==> config.mk <==
export PLATFORM = sky130hd
export DESIGN_NAME = dcache_mshr_ctrl
export DESIGN_NICKNAME = d
export VERILOG_FILES = /design/src/rtl/dcache_mshr_ctrl.sv
export SDC_FILE = /design/constraint.sdc
export NUM_CORES = 1
export LEC_CHECK = 0
export ABC_AREA = 1
export CAP_MARGIN = 20
export CELL_PAD_IN_SITES_DETAIL_PLACEMENT = 1
export CELL_PAD_IN_SITES_GLOBAL_PLACEMENT = 2
export CORE_MARGIN = 2
export CORE_UTILIZATION = 35
export CTS_BUF_LIST = sky130_fd_sc_hd__clkbuf_16
export CTS_CLUSTER_SIZE = 14
export DETAILED_ROUTE_END_ITERATION = 10
export DONT_BUFFER_PORTS = 1
export PLACE_DENSITY_LB_ADDON = 0.1
export SYNTH_ARGS = -nofsm -noshare
export SYNTH_HDL_FRONTEND = slang
export SYNTH_SLANG_ARGS = --single-unit
==> constraint.sdc <==
create_clock -name clock_i -period 5.05 [get_ports clock_i]
set_input_delay 0.7575 -clock clock_i [delete_from_list [all_inputs] [get_ports clock_i]]
set_output_delay 0.7575 -clock clock_i [all_outputs]
set_load 0.01 [all_outputs]
==> src/rtl/dcache_mshr_ctrl.sv <==
// Non-blocking data-cache miss controller with NUM_MSHR miss status holding registers.
// Define DCACHE_MSHR_MERGE_EN to merge secondary misses into an in-flight entry.
module dcache_mshr_ctrl #(
    parameter  int NUM_MSHR   = 4,
    parameter  int INDEX_BITS = 5,
    localparam int ID_W       = $clog2(NUM_MSHR),
    localparam int TAG_BITS   = 29 - INDEX_BITS
) (
    input  logic                  clock_i,
    input  logic                  reset_i,
    input  logic                  miss_valid_i,
    input  logic [31:0]           miss_addr_i,
    output logic                  miss_ready_o,
    output logic [ID_W-1:0]       miss_id_o,
    input  logic                  squash_i,
    output logic [1:0]            proc2Dmem_command_o,
    output logic [31:0]           proc2Dmem_addr_o,
    input  logic [3:0]            Dmem2proc_response_i,
    input  logic [63:0]           Dmem2proc_data_i,
    input  logic [3:0]            Dmem2proc_tag_i,
    output logic                  fill_valid_o,
    output logic [INDEX_BITS-1:0] fill_index_o,
    output logic [TAG_BITS-1:0]   fill_tag_o,
    output logic [63:0]           fill_data_o,
    output logic                  wake_valid_o,
    output logic [ID_W-1:0]       wake_id_o,
    output logic [ID_W:0]         mshr_busy_o
);

    localparam logic [1:0] BUS_NONE = 2'h0;
    localparam logic [1:0] BUS_LOAD = 2'h1;

    typedef enum logic [1:0] {S_FREE, S_PEND, S_WAIT} state_e;

    state_e      state_q    [NUM_MSHR];
    state_e      state_d    [NUM_MSHR];
    logic [28:0] line_q     [NUM_MSHR];
    logic [28:0] line_d     [NUM_MSHR];
    logic [3:0]  mem_tag_q  [NUM_MSHR];
    logic [3:0]  mem_tag_d  [NUM_MSHR];
    logic        squashed_q [NUM_MSHR];
    logic        squashed_d [NUM_MSHR];

    logic [28:0]   miss_line;
    logic          fill_hit, iss_valid, free_any, hit_any, collide, accept_ok, alloc;
    logic [ID_W-1:0] fill_sel, iss_sel, free_sel, hit_sel;
    logic [ID_W:0] busy_cnt;
    logic          unused_addr_bits;

    assign miss_line        = miss_addr_i[31:3];
    assign unused_addr_bits = ^miss_addr_i[2:0];

    // Descending scan so the lowest matching index wins each priority pick.
    always_comb begin
        fill_hit = 1'b0;
        fill_sel = '0;
        iss_valid = 1'b0;
        iss_sel  = '0;
        free_any = 1'b0;
        free_sel = '0;
        hit_any  = 1'b0;
        hit_sel  = '0;
        busy_cnt = '0;
        for (int i = NUM_MSHR - 1; i >= 0; i--) begin
            if (state_q[i] == S_WAIT && Dmem2proc_tag_i != 4'd0 &&
                mem_tag_q[i] == Dmem2proc_tag_i) begin
                fill_hit = 1'b1;
                fill_sel = ID_W'(i);
            end
            if (state_q[i] == S_PEND) begin
                iss_valid = 1'b1;
                iss_sel   = ID_W'(i);
            end
            if (state_q[i] == S_FREE) begin
                free_any = 1'b1;
                free_sel = ID_W'(i);
            end else begin
                busy_cnt = busy_cnt + (ID_W+1)'(1);
                if (line_q[i] == miss_line) begin
                    hit_any = 1'b1;
                    hit_sel = ID_W'(i);
                end
            end
        end
    end

    assign collide = fill_hit && (line_q[fill_sel] == miss_line);

    always_comb begin
`ifdef DCACHE_MSHR_MERGE_EN
        accept_ok = hit_any | free_any;
        miss_id_o = hit_any ? hit_sel : free_sel;
        alloc     = miss_valid_i & miss_ready_o & ~hit_any;
`else
        accept_ok = ~hit_any & free_any;
        miss_id_o = free_sel;
        alloc     = miss_valid_i & miss_ready_o;
`endif
    end

    assign miss_ready_o = ~squash_i & ~collide & accept_ok;

    // Squash gates issue so a PEND entry being flushed never reaches the bus.
    assign proc2Dmem_command_o = (iss_valid && !squash_i) ? BUS_LOAD : BUS_NONE;
    assign proc2Dmem_addr_o    = (iss_valid && !squash_i) ? {line_q[iss_sel], 3'b000} : 32'd0;

    assign fill_valid_o = fill_hit;
    assign fill_index_o = fill_hit ? line_q[fill_sel][INDEX_BITS-1:0] : '0;
    assign fill_tag_o   = fill_hit ? line_q[fill_sel][28:INDEX_BITS] : '0;
    assign fill_data_o  = Dmem2proc_data_i;
    assign wake_valid_o = fill_hit & ~squashed_q[fill_sel];
    assign wake_id_o    = fill_sel;
    assign mshr_busy_o  = busy_cnt;

    always_comb begin
        for (int i = 0; i < NUM_MSHR; i++) begin
            state_d[i]    = state_q[i];
            line_d[i]     = line_q[i];
            mem_tag_d[i]  = mem_tag_q[i];
            squashed_d[i] = squashed_q[i];
            if (fill_hit && fill_sel == ID_W'(i)) begin
                state_d[i]    = S_FREE;
                squashed_d[i] = 1'b0;
            end else if (squash_i && state_q[i] == S_PEND) begin
                state_d[i] = S_FREE;
            end else if (squash_i && state_q[i] == S_WAIT) begin
                squashed_d[i] = 1'b1;
            end else if (proc2Dmem_command_o == BUS_LOAD && iss_sel == ID_W'(i) &&
                         Dmem2proc_response_i != 4'd0) begin
                state_d[i]   = S_WAIT;
                mem_tag_d[i] = Dmem2proc_response_i;
            end else if (alloc && free_sel == ID_W'(i)) begin
                state_d[i]    = S_PEND;
                line_d[i]     = miss_line;
                squashed_d[i] = 1'b0;
            end
        end
    end

    always_ff @(posedge clock_i or posedge reset_i) begin
        if (reset_i) begin
            for (int i = 0; i < NUM_MSHR; i++) begin
                state_q[i]    <= S_FREE;
                line_q[i]     <= '0;
                mem_tag_q[i]  <= '0;
                squashed_q[i] <= 1'b0;
            end
        end else begin
            for (int i = 0; i < NUM_MSHR; i++) begin
                state_q[i]    <= state_d[i];
                line_q[i]     <= line_d[i];
                mem_tag_q[i]  <= mem_tag_d[i];
                squashed_q[i] <= squashed_d[i];
            end
        end
    end

endmodule

==> results of run 1 <==
==> per-stage QoR <==
step	util (%)	cells	setup WS, ns
floorplan	-	1417	0.426
global placement	34.6	1686	1.39
detailed placement	34.6	1686	1.34
CTS	36.9	1717	1.19
global route	36.9	1717	0.954
finish	36.9	1717	1.12
==> synthesized netlist by cell type (all sizes together) <==
cell type,count,share of area [%]
nand2,416,16
o21ai,225,12
inv,145,5.6
dfrtp,144,37
nor2,128,5.4
buf,93,6.9
o22ai,59,3.8
nor3,46,2.4
nand3,34,1.8
clkbuf,32,1.3
xnor2,19,1.7
o221ai,13,1.2
xor2,12,1.1
a21oi,11,0.68
nand4,11,1.1
nand3b,6,0.59
a221oi,4,0.36
ha,4,0.51
o211ai,3,0.23
or2,3,0.19
clkinv,2,0.077
a211oi,1,0.077
a21boi,1,0.077
conb,1,0.039
o21bai,1,0.077
==> logic make-up (layout without fill, tap and decap cells) <==
| kind of cell | count (synthesis) | count (layout) | share of synthesized area, % |
|---|---|---|---|
| AND/OR/NAND/NOR | 644 | 644 | 27.7 |
| AO/OA/AOI/OAI | 318 | 318 | 18.0 |
| buffers and inverters | 272 | 194 | 13.9 |
| flip-flops | 144 | 144 | 37.0 |
| XOR/XNOR | 31 | 31 | 2.79 |
| adder cells (fa/ha/maj) | 4 | 4 | 0.515 |
| other | 1 | 4 | 0.0386 |
==> report_power, final <==
group / total (mW) / internal, mW / leakage (nW) / switching, mW
Combinational: 3.23 / 1.01 / 2.61 / 2.21
Sequential: 2.33 / 1.69 / 1.83 / 0.642
Clock: 1.39 / 0.865 / 0.305 / 0.528
==> layout make-up <==
class                      count  area [um2]  share of cell area [%]
clock inverter                14         199                    1.96
inverter                     147         557                    5.48
multi-input combinational   1001        4790                    47.1
clock buffer                  17         425                    4.18
tap                          378         473                    4.65
timing repair buffer          16         120                    1.18
sequential                   144        3600                    35.4
==> final timing paths <==
kind / from / end / slack [ns] / cells past startpoint
min in group clock_i: Dmem2proc_response_i[3] / mem_tag_q[7] / 0.45 / 2
max reg2reg: state_q[3] / line_q[51] / 1.62 / 13
min: reset_i / line_q[102] / 0.32 / 1
min reg2reg: squashed_q[2] / squashed_q[2] / 0.51 / 2
max: state_q[3] / proc2Dmem_addr_o[12] / 1.12 / 9
max in group asynchronous: reset_i / line_q[90] / 3.68 / 2
==> sequential cells by signal (all words and copies together) (netlist names) <==
register,cells
line_q,116
mem_tag_q,16
state_q,8
squashed_q,4
==> critical path: cells and delay by family, from the launching register on <==
| kind | cells | cell delay (ns) |
|---|---|---|
| simple gates | 5 | 1.30 |
| buf+inv | 3 | 0.78 |
| flops | 1 | 0.44 |
| compound gates | 1 | 0.21 |
==> routing by layer <==
layer / routed length [um] / up-vias / GRT usage [%]
met5: 0 / - / 0
li1: - / 4381 / -
met4: 890 / 0 / 9.10
met3: 2580 / 56 / 6.87
met1: 18500 / 4615 / 38.7
met2: 18100 / 245 / 44.1
==> flow_summary_export.csv, run 1 <==
group,metric,value,unit
sta,holdWs,0.320,ns
pwr,power,6.95,mW
cells_and_area,final_nets,1439,
hold_path,hold_class,"in2async",
clock_network,clk_pin_slew,0.06,ns
sta,relSlewSlack,32.6,%
detailed_routing,vias,9297,
sta,period_needed,3.93,ns
placement,dp_hpwl,28200,um
floorplan,start_util,35.3,%
sta,period_share,77.8,%
logic_synthesis,yosysWarnings,0,
detailed_routing,wirelength,40100,um
cells_and_area,layout_commonest_cell,"nand2_1",
setup_path,worstSetupPathType,"reg2out",
clock_network,clk_latency,0.44,ns
grt,antenna_found_initial,1,
detailed_routing,vias_per_cell,5.41,
logic_synthesis,synth_area_per_cell,6.88,um2
sta,fin_worst_skew,0.0136,ns
clock_network,cts_setup_buffers,0,
floorplan,fp.dieW,171,um
clock_network,htree_levels,4,
placement,gp_congestion,0.862,
sta,hold_violations,0,
sta,setup_viol,0,
setup_path,path_cells,"nor2_2 > inv_2 > nand2_1 > inv_1 > nor2_1 > nor2_1 > inv_2 > o22ai_1 > nor3_1",
clock_network,ctsHoldBuffers,0,
grt,grt_pass1_vias,9276,
detailed_routing,firstDrtPassIters,5,
flow_run,drv_cap,0,
logic_synthesis,yosysSeqAreaShare,37.0,%
clock_network,cts_made_buffers,17,
placement,place_area,9540,um2
cells_and_area,final_cell_mix,"412 x nand2_1, 144 x dfrtp_1, 127 x o21ai_0, 118 x nor2_1, 114 x inv_1",
sta,tns,0,ns
setup_path,startpoint_type,"flip-flop",
clock_network,root_buffer,"clkbuf_16",
clock_network,cts_sinks,144,
setup_path,cp.arrival,3.17,ns
logic_synthesis,syn_inst,1414,
logic_synthesis,ys_types,41,
pwr,vdd_drop_max,249,uV
logic_synthesis,synth_seq_cells,144,
setup_path,cp_slowest_stage_delay,0.69,ns
clock_network,post_cts_resized,0,
pwr,powerDensity,684,nW/um2
cells_and_area,finalInstanceArea,10200,um2
grt,track_usage,28.3,%
pwr,leakagePower,4.74,nW
sta,fmax,0.254,GHz
grt,grt_max_degree,79,
placement,numPortBuffers,0,
detailed_routing,ant_nets,0,
cells_and_area,n_fill_cell,3491,
floorplan,die-height,171,um
grt,grt_pass1_wl,60200,um
floorplan,io_pins,245,
detailed_routing,drt_iter0_drc,656,
setup_path,end_kind,"primary output",
sta,rsz0062_at_grt,"false",
sta,tightest_slew,1.01,ns
logic_synthesis,syn_area,9730,um2
detailed_routing,wl_per_cell,23.4,um
cells_and_area,syn_to_final_growth,4.53,%
cells_and_area,drive_above_1_share,7.54,%
clock_network,tritoncts,"built",
cells_and_area,diodes,0,
clock_network,cts_buffer_depth,2,
setup_path,cp_max_fo,26,
floorplan,core-area,27600,um2
setup_path,worstPathRequired,4.29,ns
floorplan,rows,61,
floorplan,dieArea,29100,um2
run_status,status,"complete, no violations",
sta,drv_slew,0,
detailed_routing,drc,0,
grt,gr-total-overflow,0,
setup_path,cp_slowest_cell,"nor3_1",
No activity file was read; power rests on OpenSTA's default activity.
==> run 2, diff against run 1 <==
CORE_UTILIZATION = 31   (was 35)
clock period = 3.6 ns   (was 5.05 ns; I/O delays follow)
==> flow_summary_export.csv, run 2 (synthesized netlist as in run 1, its figures left out) <==
group,metric,value,unit
detailed_routing,vias_per_cell,5.24,
detailed_routing,wirelength,40500,um
clock_network,cts_buffer_depth,2,
cells_and_area,finalInstanceArea,10500,um2
grt,gr-total-overflow,0,
setup_path,cp.arrival,2.77,ns
clock_network,cts_setup_buffers,0,
floorplan,start_util,31.6,%
detailed_routing,drt_iter0_drc,710,
sta,fmax,0.302,GHz
sta,tns,0,ns
setup_path,reg2reg_to,"line_q[26]",
clock_network,cts_made_buffers,17,
grt,grt_pass1_wl,60900,um
cells_and_area,final_cell_mix,"411 x nand2_1, 144 x dfrtp_1, 127 x o21ai_0, 118 x nor2_1, 113 x inv_1",
floorplan,fp.dieW,181,um
grt,track_usage,25.1,%
placement,place_area,9960,um2
floorplan,io_pins,245,
detailed_routing,firstDrtPassIters,5,
sta,period_needed,3.31,ns
cells_and_area,n_fill_cell,3950,
sta,period_share,92.0,%
setup_path,reg2reg_slack,0.74,ns
setup_path,reg2reg_from,"state_q[3]",
setup_path,worstPathRequired,3.06,ns
clock_network,htree_levels,4,
flow_run,drv_cap,0,
cells_and_area,largest_reg_flops,116,
floorplan,core-area,30700,um2
detailed_routing,ant_nets,0,
setup_path,worstSetupPathType,"reg2out",
cells_and_area,syn_to_final_growth,8.43,%
hold_path,hold_class,"in2async",
setup_path,startpoint_type,"flip-flop",
detailed_routing,vias,9340,
sta,tightest_slew,0.760,ns
grt,grt_max_degree,110,
floorplan,dieArea,32800,um2
sta,drv_slew,0,
clock_network,ctsHoldBuffers,0,
floorplan,rows,64,
clock_network,tritoncts,"built",
clock_network,clk_pin_slew,0.06,ns
cells_and_area,top_register,"line_q",
cells_and_area,final_nets,1484,
detailed_routing,wl_per_cell,22.8,um
cells_and_area,reg.largest.list,"line_q (116), mem_tag_q (16), state_q (8)",
sta,hold_violations,0,
setup_path,r2r_cells,13,
setup_path,end_kind,"primary output",
placement,numPortBuffers,0,
clock_network,post_cts_resized,0,
pwr,powerDensity,924,nW/um2
run_status,status,"complete, no violations",
placement,gp_congestion,0.846,
pwr,leakagePower,4.97,nW
cells_and_area,drive_above_1_share,10.8,%
sta,setup_viol,0,
placement,dp_hpwl,28700,um
setup_path,cp_max_fo,10,
sta,fin_worst_skew,0.00941,ns
floorplan,die-height,181,um
clock_network,cts_sinks,144,
clock_network,root_buffer,"clkbuf_16",
grt,antenna_found_initial,0,
cells_and_area,layout_commonest_cell,"nand2_1",
cells_and_area,diodes,0,
sta,relSlewSlack,49.3,%
grt,grt_pass1_vias,9486,
detailed_routing,drc,0,
clock_network,clk_latency,0.45,ns
sta,rsz0062_at_grt,"false",
pwr,vdd_drop_max,373,uV
-- run 2: stage by stage --
stage | std cells | setup WS [ns] | total power, mW | hold slack, ns | utilization (%)
after global placement | 1749 | 0.471 | 7.85 | 0.470 | 32.4
after detailed placement | 1749 | 0.454 | 7.97 | 0.476 | 32.4
after global routing | 1781 | 0.0145 | 10.6 | 0.170 | 34.3
after CTS | 1781 | 0.117 | 9.81 | 0.142 | 34.3
after floorplan | 1417 | 1.00 | 6.27 | 0.453 | -
final | 1781 | 0.290 | 9.74 | 0.124 | 34.3
-- run 2: layout make-up --
type                            instances  area (um2)  area share (%)
Clock buffer                           17         425            4.03
Inverter                              147         559            5.30
Clock inverter                         15         145            1.38
Sequential cell                       144        3600            34.2
Tap cell                              396         495            4.70
Multi-Input combinational cell       1001        4800            45.5
Timing Repair Buffer                   61         520            4.94
-- run 2: how the worst max path moves through the flow --
stage,from,endpoint,slack (ns)
2_1_floorplan,Dmem2proc_tag_i[2],fill_tag_o[10],1.00
4_1_cts,state_q[2],fill_tag_o[3],0.12
3_3_place_gp,Dmem2proc_tag_i[3],fill_index_o[3],0.47
5_1_grt,state_q[2],fill_tag_o[3],0.01
6_report,state_q[7],fill_index_o[0],0.29
3_5_place_dp,Dmem2proc_tag_i[0],fill_tag_o[6],0.45
-- run 2: routing by layer --
metal  wire (um)  global-route usage, %  vias up
li1            -                      -     4466
met1       19100                   34.1     4589
met2       18600                   40.5      234
met3        2140                   5.46       51
met4         631                   5.89        0
met5           0                      0        -
-- run 2: where the power goes --
group / total, mW / internal, mW / switching, mW / leakage (nW)
Clock: 1.80 / 1.01 / 0.782 / 0.272
Combinational: 4.67 / 1.57 / 3.10 / 2.87
Sequential: 3.28 / 2.37 / 0.911 / 1.83
-- run 2: critical path: stages (launching register included) --
cell,delay (ns)
dfrtp_1,0.37
inv_2,0.05
nor2_1,0.08
inv_1,0.08
a21oi_1,0.15
nand4_2,0.17
buf_4,0.19
nand2_1,0.14
clkinvlp_4,0.31
nand2_1,0.14
nand3_1,0.08
nor3_1,0.36
buf_4,0.20
==> run 3, diff against run 2 <==
CAP_MARGIN = unset   (was 20)
==> results of run 3 <==
No change in the layout: final DEF, timing and power equal those of run 2.
